<file path="config.mk">
export PLATFORM = sky130hd
export DESIGN_NAME = mac_9_bist_ctrl
export DESIGN_NICKNAME = d
export VERILOG_FILES = /design/src/rtl/mac_9_bist_pkg.sv /design/src/rtl/mac_9_bist_lfsr.sv /design/src/rtl/mac_9_bist_ctrl.sv
export SDC_FILE = /design/constraint.sdc
export NUM_CORES = 1
export LEC_CHECK = 0
export ABC_CLOCK_PERIOD_IN_PS = 4600
export BUFFER_PORTS_ARGS = -buffer_cell sky130_fd_sc_hd__buf_2
export CAP_MARGIN = 30
export CORE_UTILIZATION = 42
export DETAILED_ROUTE_END_ITERATION = 12
export SLEW_MARGIN = 25
export SYNTH_ARGS = -nofsm -noshare
export SYNTH_HDL_FRONTEND = slang
export SYNTH_SLANG_ARGS = --single-unit
</file>
<file path="constraint.sdc">
create_clock -name clk -period 4.6 [get_ports clk]
set_input_delay 0.23 -clock clk [delete_from_list [all_inputs] [get_ports clk]]
set_output_delay 0.23 -clock clk [all_outputs]
set_load 0.005 [all_outputs]
</file>
<file path="src/rtl/mac_9_bist_pkg.sv">
// Shared types and constants for the mac_9 BIST controller.
// The LFSR step lives here so the generator and any future checker agree on the polynomial.
package mac_9_bist_pkg;

    typedef logic [1:0] bist_state_t;

    localparam bist_state_t StIdle  = 2'd0;
    localparam bist_state_t StRun   = 2'd1;
    localparam bist_state_t StDrain = 2'd2;
    localparam bist_state_t StDone  = 2'd3;

    localparam int unsigned       LFSR_W    = 27;
    localparam logic [LFSR_W-1:0] LFSR_TAPS = 27'h4000013;
    localparam logic [15:0]       ERR_SAT   = 16'hFFFF;

    // Fibonacci form of x^27+x^5+x^2+x+1, shifting toward the MSB.
    function automatic logic [LFSR_W-1:0] lfsr_step(input logic [LFSR_W-1:0] s);
        return {s[LFSR_W-2:0], ^(s & LFSR_TAPS)};
    endfunction

endpackage

</file>
<file path="src/rtl/mac_9_bist_lfsr.sv">
// Vector-source LFSR for the mac_9 BIST controller.
// seed is expected to be a static constant; an all-zero seed would lock up, so it becomes 1.
module mac_9_bist_lfsr
    import mac_9_bist_pkg::*;
(
    input  logic              clk,
    input  logic              rst_n,
    input  logic              load,
    input  logic              en,
    input  logic [LFSR_W-1:0] seed,
    output logic [LFSR_W-1:0] state
);

    logic [LFSR_W-1:0] seed_safe;

    assign seed_safe = (seed == '0) ? {{(LFSR_W-1){1'b0}}, 1'b1} : seed;

    always_ff @(posedge clk or negedge rst_n) begin
        if (!rst_n) begin
            state <= seed_safe;
        end else if (load) begin
            state <= seed_safe;
        end else if (en) begin
            state <= lfsr_step(state);
        end
    end

endmodule

</file>
<file path="src/rtl/mac_9_bist_ctrl.sv">
// Synthesizable stimulus/checker wrapped around the mac_9 multiply-add.
// Drives LFSR vectors, delays the golden result by LATENCY and counts mismatches.
module mac_9_bist_ctrl
    import mac_9_bist_pkg::*;
#(
    parameter int unsigned       WIDTH       = 9,
    parameter int unsigned       LATENCY     = 1,
    parameter int unsigned       NUM_VECTORS = 1024,
    parameter logic [LFSR_W-1:0] SEED        = 27'h0ACE5ED
) (
    input  logic             clk,
    input  logic             rst_n,
    input  logic             start,
    output logic [WIDTH-1:0] a_o,
    output logic [WIDTH-1:0] b_o,
    output logic [WIDTH-1:0] c_o,
    input  logic [WIDTH-1:0] dut_out_i,
    output logic             busy,
    output logic             done,
    output logic             pass,
    output logic [15:0]      err_count,
    output logic [15:0]      first_err
);

    localparam logic [15:0] NumVec    = 16'(NUM_VECTORS);
    localparam logic [2:0]  DrainLast = 3'(LATENCY == 0 ? 0 : LATENCY - 1);

    bist_state_t       state_q, state_d;
    logic [15:0]       vec_cnt_q, issue_idx;
    logic [2:0]        drain_cnt_q;
    logic [LFSR_W-1:0] lfsr_state;
    logic              go, issue, last_issue;
    logic              drv_valid_q;
    logic [15:0]       drv_idx_q;
    logic [WIDTH-1:0]  exp_now;
    logic              tail_valid, mismatch;
    logic [WIDTH-1:0]  tail_exp;
    logic [15:0]       tail_idx;
    logic [15:0]       err_q, first_q;

    assign go         = start && (state_q == StIdle || state_q == StDone);
    assign issue      = go || (state_q == StRun && vec_cnt_q != NumVec);
    assign issue_idx  = go ? 16'd0 : vec_cnt_q;
    assign last_issue = issue && (issue_idx == NumVec - 16'd1);

    // Reloading on the final issue leaves the LFSR at SEED for the next start.
    mac_9_bist_lfsr u_lfsr (
        .clk   (clk),
        .rst_n (rst_n),
        .load  (last_issue),
        .en    (issue),
        .seed  (SEED),
        .state (lfsr_state)
    );

    always_comb begin
        state_d = state_q;
        case (state_q)
            StIdle, StDone: if (start) state_d = StRun;
            StRun: begin
                if (vec_cnt_q == NumVec) state_d = (LATENCY == 0) ? StDone : StDrain;
            end
            StDrain: if (drain_cnt_q == DrainLast) state_d = StDone;
            default: state_d = StIdle;
        endcase
    end

    always_ff @(posedge clk or negedge rst_n) begin
        if (!rst_n) begin
            state_q     <= StIdle;
            vec_cnt_q   <= '0;
            drain_cnt_q <= '0;
            drv_valid_q <= 1'b0;
            drv_idx_q   <= '0;
            a_o         <= '0;
            b_o         <= '0;
            c_o         <= '0;
        end else begin
            state_q     <= state_d;
            drain_cnt_q <= (state_q == StDrain) ? drain_cnt_q + 3'd1 : 3'd0;
            drv_valid_q <= issue;
            if (issue) begin
                vec_cnt_q <= issue_idx + 16'd1;
                drv_idx_q <= issue_idx;
                a_o       <= lfsr_state[3*WIDTH-1:2*WIDTH];
                b_o       <= lfsr_state[2*WIDTH-1:WIDTH];
                c_o       <= lfsr_state[WIDTH-1:0];
            end
        end
    end

    // Low WIDTH bits of the full product depend only on the low operand bits.
    assign exp_now = a_o * b_o + c_o;

    generate
        if (LATENCY == 0) begin : g_comb
            assign tail_valid = drv_valid_q;
            assign tail_exp   = exp_now;
            assign tail_idx   = drv_idx_q;
        end else begin : g_pipe
            logic [LATENCY-1:0] vld_q;
            logic [WIDTH-1:0]   exp_q [LATENCY];
            logic [15:0]        idx_q [LATENCY];

            always_ff @(posedge clk or negedge rst_n) begin
                if (!rst_n) begin
                    vld_q <= '0;
                    for (int i = 0; i < LATENCY; i++) begin
                        exp_q[i] <= '0;
                        idx_q[i] <= '0;
                    end
                end else begin
                    vld_q[0] <= drv_valid_q;
                    exp_q[0] <= exp_now;
                    idx_q[0] <= drv_idx_q;
                    for (int i = 1; i < LATENCY; i++) begin
                        vld_q[i] <= vld_q[i-1];
                        exp_q[i] <= exp_q[i-1];
                        idx_q[i] <= idx_q[i-1];
                    end
                end
            end

            assign tail_valid = vld_q[LATENCY-1];
            assign tail_exp   = exp_q[LATENCY-1];
            assign tail_idx   = idx_q[LATENCY-1];
        end
    endgenerate

    assign mismatch = tail_valid && (dut_out_i != tail_exp);

    always_ff @(posedge clk or negedge rst_n) begin
        if (!rst_n) begin
            err_q   <= '0;
            first_q <= ERR_SAT;
        end else if (go) begin
            err_q   <= '0;
            first_q <= ERR_SAT;
        end else if (mismatch) begin
            if (err_q != ERR_SAT) err_q <= err_q + 16'd1;
            if (first_q == ERR_SAT) first_q <= tail_idx;
        end
    end

    assign busy      = (state_q == StRun) || (state_q == StDrain);
    assign done      = (state_q == StDone);
    assign pass      = done && (err_q == 16'd0);
    assign err_count = err_q;
    assign first_err = first_q;

endmodule
</file>
# --- After elaboration in Yosys (flattened, before gate mapping) ---
# Index checks and enable logic that the tools add are counted.
totals:
  in_bits: 12
  out_inout_bits: 62
  register_bits: 150
  word_cells: 65
classes:
  mux: 14
  n_eq_ne: 12
  n_addsub: 4
  n_mul: 1
  reduce_logical: 20
ops:
  columns: ["cell", "n"]
  rows:
  - ["$mux 16", 7]
  - ["$mux 27", 2]
  - ["$add 16x1->16 const B", 2]
  - ["$reduce_xor 27->1", 1]
  - ["$eq 16x10->1 const B", 1]
  - ["$eq 16x11->1 const B", 1]
  - ["$eq 16x16->1 const B", 1]
  - ["$logic_not 16->1", 1]
  - ["$ne 16x11->1 const B", 1]
  - ["$ne 16x16->1 const B", 1]
  - ["$add 9x9->9", 1]
  - ["$mul 9x9->9", 1]
  - ["$ne 9x9->1", 1]
  - ["$reduce_bool 2->1", 4]
  - ["$mux 2", 3]
  - ["$ne 2x2->1 const B", 3]
  - ["$pmux 2 s3", 1]
  - ["$logic_and 1x1->1", 5]
  - ["$eq 2x2->1 const B", 2]
  - ["$reduce_and 2->1", 2]
  - ["$add 3x1->3 const B", 1]
  - ["$logic_not 3->1", 1]
  - ["$logic_or 1x1->1", 3]
  - ["$mux 3", 1]
  - ["4 further kinds", 4]

# --- Longest topological paths before layout ---
# Gate-level depths: netlist of the first run.
depth:
  word_depth: 7
  depth_mapped: 17
  ltp_nobuf: 16

# --- Worst setup path after synthesis of the first run ---
# Ideal clock, no wire load.
synth_path:
  path_type: "register to register"
  start: "reg b_o[2]"
  end: "reg g_pipe.exp_q[8] in the netlist's numbering"
  arrival_ns: 4.103
  path_buffers: 1
  synth_period_minus_slack_ns: 4.234
  setup_slack_ns: 0.366
  required_ns: 4.468
  stages_incl_launch_ff: 18
  setup_time_ns: 0.132
  path_cell_list: "dfrtp_1 clkbuf_1 nand2_1 fa_1 inv_1 fa_1 inv_1 fa_1 inv_1 fa_1 inv_1 fa_1 xor2_1 xnor2_1 xnor2_1 xnor2_1 xnor2_1 xnor2_1"
synth_between:
  elab_chain_len: 2
synth_lines:
  columns: ["element", "line", "rtl"]
  rows:
  - ["start, declared", "mac_9_bist_ctrl.sv:15", "output logic [WIDTH-1:0] b_o,"]
  - ["start signal, assigned", "mac_9_bist_ctrl.sv:86", "b_o <= lfsr_state[2*WIDTH-1:WIDTH];"]
  - ["$mul 9x9->9", "mac_9_bist_ctrl.sv:93", "assign exp_now = a_o * b_o + c_o;"]
  - ["$add 9x9->9", "mac_9_bist_ctrl.sv:93", null]
  - ["via exp_now[8]", "mac_9_bist_ctrl.sv:35", "logic [WIDTH-1:0] exp_now;"]
  - ["end signal, assigned by index", "mac_9_bist_ctrl.sv:118", "exp_q[i] <= exp_q[i-1];"]
  - ["end, declared", "mac_9_bist_ctrl.sv:102", "logic [WIDTH-1:0] exp_q [LATENCY];"]
# The timed path passes the listed nets, and every way through them passes these cells.
# A chain may end at the register's enable or synchronous reset.

# --- Worst setup path after layout of the first run ---
layout_path:
  start: "reg a_o[5]"
  end: "reg g_pipe.exp_q[8] in the netlist's numbering"
layout_between:
  elab_chain_len: 2
layout_lines:
  columns: ["element", "line", "rtl"]
  rows:
  - ["start, declared", "mac_9_bist_ctrl.sv:14", "output logic [WIDTH-1:0] a_o,"]
  - ["start signal, assigned", "mac_9_bist_ctrl.sv:85", "a_o <= lfsr_state[3*WIDTH-1:2*WIDTH];"]
  - ["$mul 9x9->9", "mac_9_bist_ctrl.sv:93", null]
  - ["$add 9x9->9", "mac_9_bist_ctrl.sv:93", null]
  - ["via exp_now[8]", "mac_9_bist_ctrl.sv:35", null]
# The timed path passes the listed nets, and every way through them passes these cells.

==> results of run 1 <==
-- sequential cells by signal (all words and copies together) (netlist names), 16 cells and up --
signal	flops
drv_idx_q	16
u_lfsr.state	27
vec_cnt_q	16
first_err	16
err_count	16
g_pipe.idx_q	16
-- metal layers --
metal | vias up | track usage
li1 | 2593 | -
met1 | 2732 | 0.254
met2 | 119 | 0.301
met3 | 16 | 0.0451
met4 | 0 | 0.0581
met5 | - | 0
-- critical path, cell delays in order (launching register included) --
cell     delay, ns
dfrtp_1       0.42
nand2_1       0.10
fa_1          0.54
inv_1         0.05
fa_1          0.49
inv_1         0.05
fa_1          0.48
inv_1         0.06
fa_1          0.52
inv_1         0.05
fa_1          0.50
inv_1         0.04
ha_1          0.22
o41ai_1       0.44
xnor2_1       0.18
-- cells by family after synthesis --
| logic type | count (synthesis) | share of synthesized area |
|---|---|---|
| AO/OA/AOI/OAI | 81 | 0.0690 |
| XOR/XNOR | 58 | 0.0675 |
| adder cells (fa/ha/maj) | 55 | 0.113 |
| buffers and inverters | 81 | 0.0502 |
| flip-flops | 150 | 0.504 |
| multiplexers | 1 | 0.00200 |
| AND/OR/NAND/NOR | 321 | 0.194 |
-- metrics by stage --
step                       util  std cells  power (mW)  setup slack [ns]  cell area, sq um
after CTS                 0.500       1052        5.40             0.371              8700
after detailed placement  0.461       1019        3.86             0.385              8040
after global routing      0.501       1053        5.74             0.183              8730
final                     0.501       1053        5.35             0.371              8730
after global placement    0.461       1019        3.80             0.453              8040
after floorplan               -        747        3.31             0.366              7520
-- synth_stat cells (2+ instances only) --
cell	number
nor4_1	9
or4_1	3
dfstp_2	31
and2_1	19
xnor2_1	38
and4_1	3
buf_6	8
dfrtp_1	119
nor2_1	29
fa_1	22
o21ai_0	13
nand4_1	14
nand3_1	28
nor3_1	8
o21a_1	2
nor4b_1	2
inv_2	2
or3_1	4
nand2_1	191
clkbuf_1	14
nor2b_1	2
o31ai_1	3
buf_1	3
o21ai_1	10
a21oi_1	28
xor2_1	20
o22a_1	15
buf_2	8
and3_1	4
ha_1	33
inv_1	45
-- worst paths after layout --
path | end | slack (ns) | cells past startpoint
max | g_pipe.exp_q[8] | 0.37 | 14
min | state_q[1] | 0.21 | 4
max reg2reg | g_pipe.exp_q[8] | 0.37 | 14
min in group asynchronous | err_count[0] | 0.28 | 2
max in group asynchronous | vec_cnt_q[8] | 3.35 | 3
min reg2reg | g_pipe.vld_q | 0.36 | 0
-- final cells by class --
cell class              count  area, sq um  share of cell area
inverters                  47          176              0.0202
well taps                 225          282              0.0323
repair buffers             83          469              0.0538
clock buffers              20          467              0.0535
multi-input cells         516         3350               0.384
flip-flops and latches    150         3790               0.434
clock inverters            12          189              0.0216
-- cells in the final DEF (no fill, tap or decap), types with 8 or more instances in the layout --
cell type and n:
nand2_1 191, dfrtp_1 119, buf_2 72, inv_1 45
xnor2_1 38, ha_1 33, dfstp_2 31, nor2_1 29
nand3_1 28, a21oi_1 28, fa_1 22, xor2_1 20
and2_1 18, clkbuf_16 17, o22a_1 15, nand4_1 14
o21ai_0 13, o21ai_1 10, nor4_1 9, nor3_1 8
buf_4 8
-- power groups by stage --
stage | logic, mW | registers, mW | clock network (mW)
3_5_place_dp | 1.75 | 2.12 | 0
5_1_grt | 1.97 | 2.15 | 1.61
4_1_cts | 1.76 | 2.10 | 1.55
6_report | 1.73 | 2.09 | 1.53
3_3_place_gp | 1.70 | 2.10 | 0
2_1_floorplan | 1.30 | 2.02 | 0
==> impl_metrics.tcl, run 1 <==
set metrics [dict create \
    status "finished, final reports clean" \
    dpl.hpwl_mm 11.3 \
    seq_area_frac_synth 0.504 \
    drt_pre_antenna_iters 5 \
    path_clk_slew_ns 0.06 \
    leakage_nw 4.26 \
    p_int_mw 3.40 \
    met1_length_mm 7.41 \
    grt_pass1_wl_mm 27.1 \
    hold_start "start" \
    ir_worst_vdd_uv 371 \
    slew_violations 0 \
    synth-edff-count 0 \
    nNetsFinal 882 \
    cts_sinks 150 \
    hold_viol 0 \
    yosysWarnings 0 \
    worst_hold_slack_ns 0.214 \
    worstPathRequired_ns 4.94 \
    insertion_delay_ns 0.43 \
    cts_tree "done" \
    grt_max_degree 103 \
    synth_ff_type "dfrtp_1" \
    io_buffers 73 \
    overflow 0 \
    die_height_microns 136 \
    postSynth.asyncResetShare 1.00 \
    die_area_sq_um 18400 \
    cts_setup_buffers 0 \
    power_frac_seq 0.391 \
    boundaryPins 74 \
    fin_skew_ns 0.0124 \
    path_max_fanout 6 \
    cts.repair.resized 0 \
    via_per_inst 5.19 \
    drive_above_1_share 0.188 \
    fin_crit_sh 0.919 \
    grt_pass1_vias 5355 \
    first_iter_violations 309 \
    gp_congestion 0.890 \
    ys_types 48 \
    highest_layer "met4" \
    worst_pin_slew_ns 0.867 \
    clkPwrFrac 0.285 \
    antenna_found_initial 0 \
    crit_path_end_kind "flip-flop" \
    start_util 0.432 \
    ys_ff_latch 150 \
    synth_top_cell_by_area "dfrtp_1" \
    synth_top_cell_area_share 0.396 \
    area_growth_pct 16.0 \
    fmax_mhz 236 \
    min_period_ns 4.23 \
    power_density_nw_per_um2 613 \
    syn-num-nets 814 \
    nFillCells 1576 \
    die_x_microns 136 \
    rows 48 \
    vias 5460 \
    met2_length_mm 7.66 \
    hold_class "input pin to flip-flop" \
    syn-cell-area_sq_um 7520 \
    wl_per_cell_microns 15.2 \
    coreArea_sq_um 17400 \
    clockBufferDepth 2 \
    cts_root_buf "clkbuf_16" \
    synthCells 747 \
    synth.area.top_cells "dfrtp_1, dfstp_2, nand2_1" \
    n_antenna_cell 0 \
    antenna_left 0 \
    cts_max_level 4 \
    maxSlewHeadroom 0.422 \
    startpoint_type "flip-flop" \
    grt_util_all_layers 0.189 \
    avgSynthCellArea_sq_um 10.1 \
    swShare 0.364 \
    wirelength_mm 16.0 \
    crit_type "flip-flop to flip-flop" \
    rr_startpoint "a_o[5]" \
    rsz0062_at_grt "false" \
    cp_data_arrival_time_ns 4.57 \
    setup_tns_ns 0 \
    cts-buffers-inserted 17 \
    drc_errors 0 \
    p_comb_frac 0.324 \
    startpoint "a_o[5]" \
    cts_hold_buffers 1 \
    p_switching_mw 1.95 \
    setup_viol 0 \
    max_cap_viol_count 0 \
    wl_met3_microns 744 \
]
Note: power is estimated with default switching activity, not from simulation.
==> inputs of run 2 (changes only) <==
Settings changed: BUFFER_PORTS_ARGS -buffer_cell sky130_fd_sc_hd__buf_2 to unset, DONT_BUFFER_PORTS set to 1.
==> impl_metrics.tcl, run 2 (same netlist as run 1, synthesis figures left out) <==
set metrics [dict create \
    drt_pre_antenna_iters 4 \
    layout_commonest_cell "nand2_1" \
    grt_util_all_layers 0.184 \
    start_util 0.432 \
    coreArea_sq_um 17400 \
    rsz0062_at_grt "false" \
    max_cap_viol_count 0 \
    r2r_cells 16 \
    worst_pin_slew_ns 0.920 \
    hold_class "input pin to flip-flop" \
    grt_pass1_vias 5291 \
    slew_violations 0 \
    vias 5069 \
    rows 48 \
    antenna_found_initial 0 \
    die_area_sq_um 18400 \
    fin_skew_ns 0.0109 \
    ir_worst_vdd_uv 391 \
    final_util 0.478 \
    fin_area_sq_um 8320 \
    clockBufferDepth 2 \
    die_height_microns 136 \
    rr_startpoint "a_o[2]" \
    drive_above_1_share 0.111 \
    reg2reg_slack_ns 0.36 \
    dpl.hpwl_mm 10.9 \
    gp_congestion 0.840 \
    cts_hold_buffers 2 \
    wl_per_cell_microns 15.9 \
    insertion_delay_ns 0.43 \
    wirelength_mm 15.6 \
    fin_crit_sh 0.922 \
    status "finished, final reports clean" \
    cts.repair.resized 0 \
    setup_viol 0 \
    first_iter_violations 269 \
    cts_setup_buffers 0 \
    setup_tns_ns 0 \
    cts_tree "done" \
    path_max_fanout 9 \
    path_clk_slew_ns 0.07 \
    postPlaceCellArea_sq_um 7670 \
    largest_reg_flops 27 \
    maxSlewHeadroom 0.386 \
    top_register "u_lfsr.state" \
    startpoint_type "flip-flop" \
    overflow 0 \
    crit_path_end_kind "flip-flop" \
    min_path_cells 2 \
    cts_sinks 150 \
    antenna_left 0 \
    cts_max_level 4 \
    nFillCells 1578 \
    nNetsFinal 810 \
    startpoint "a_o[2]" \
    boundaryPins 74 \
    total_power_mw 5.09 \
    area_growth_pct 10.6 \
    hold_viol 0 \
    crit_type "flip-flop to flip-flop" \
    fmax_mhz 236 \
    cts-buffers-inserted 17 \
    cts_root_buf "clkbuf_16" \
    worst_hold_slack_ns 0.0744 \
    io_buffers 0 \
    mostFrequentLayoutCells "nand2_1, dfrtp_1, inv_1, xnor2_1, ha_1" \
    hold_start "start" \
    min_period_ns 4.24 \
    cp_data_arrival_time_ns 4.54 \
    drc_errors 0 \
    grt_max_degree 151 \
    die_x_microns 136 \
    grt_pass1_wl_mm 26.3 \
    leakage_nw 3.92 \
    via_per_inst 5.17 \
    n_antenna_cell 0 \
    worstPathRequired_ns 4.90 \
    power_density_nw_per_um2 612 \
]
run 2: layer usage:
metal | vias to the layer above | global-route usage | wire, microns | part of all wire
li1 | 2444 | - | - | -
met1 | 2500 | 0.235 | 7080 | 0.45
met2 | 100 | 0.291 | 7240 | 0.46
met3 | 25 | 0.0589 | 985 | 0.063
met4 | 0 | 0.0680 | 267 | 0.017
met5 | - | 0 | 0 | 0
run 2: report_power, final:
part	total [mW]	switching, mW	internal (mW)
registers	2.14	0.372	1.77
logic	1.53	0.970	0.560
clock network	1.42	0.632	0.784
total	5.09	1.97	3.12
run 2: stage by stage:
| stage | worst slack, ns | std cells |
|---|---|---|
| 2_1_floorplan | 0.366 | 747 |
| 3_3_place_gp | 0.426 | 947 |
| 3_5_place_dp | 0.355 | 947 |
| 4_1_cts | 0.344 | 981 |
| 5_1_grt | 0.140 | 981 |
| 6_report | 0.357 | 981 |
run 2: final cells by class:
class / count / area, sq um / area share
flip-flops and latches: 150 / 3790 / 0.456
inverters: 47 / 176 / 0.0212
repair buffers: 11 / 105 / 0.0126
clock buffers: 17 / 425 / 0.0511
multi-input cells: 516 / 3350 / 0.403
clock inverters: 15 / 186 / 0.0224
well taps: 225 / 282 / 0.0338
run 2: path summary, 6_finish.rpt:
path	endpoint
worst max-delay path	g_pipe.exp_q[8]
worst min-delay path	state_q[0]
worst max register to register	g_pipe.exp_q[8]
worst min register to register	g_pipe.vld_q
max in group asynchronous	drv_idx_q[14]
min in group asynchronous	drain_cnt_q[1]
run 2: critical path, stage by stage (launching register included):
cell	delay, ns
dfrtp_1	0.56
nand2_1	0.14
fa_1	0.55
inv_1	0.05
ha_1	0.28
inv_1	0.06
fa_1	0.54
inv_1	0.06
fa_1	0.52
inv_1	0.05
fa_1	0.39
xor2_1	0.16
xnor2_1	0.19
xnor2_1	0.15
xnor2_1	0.15
xnor2_1	0.15
xnor2_1	0.10
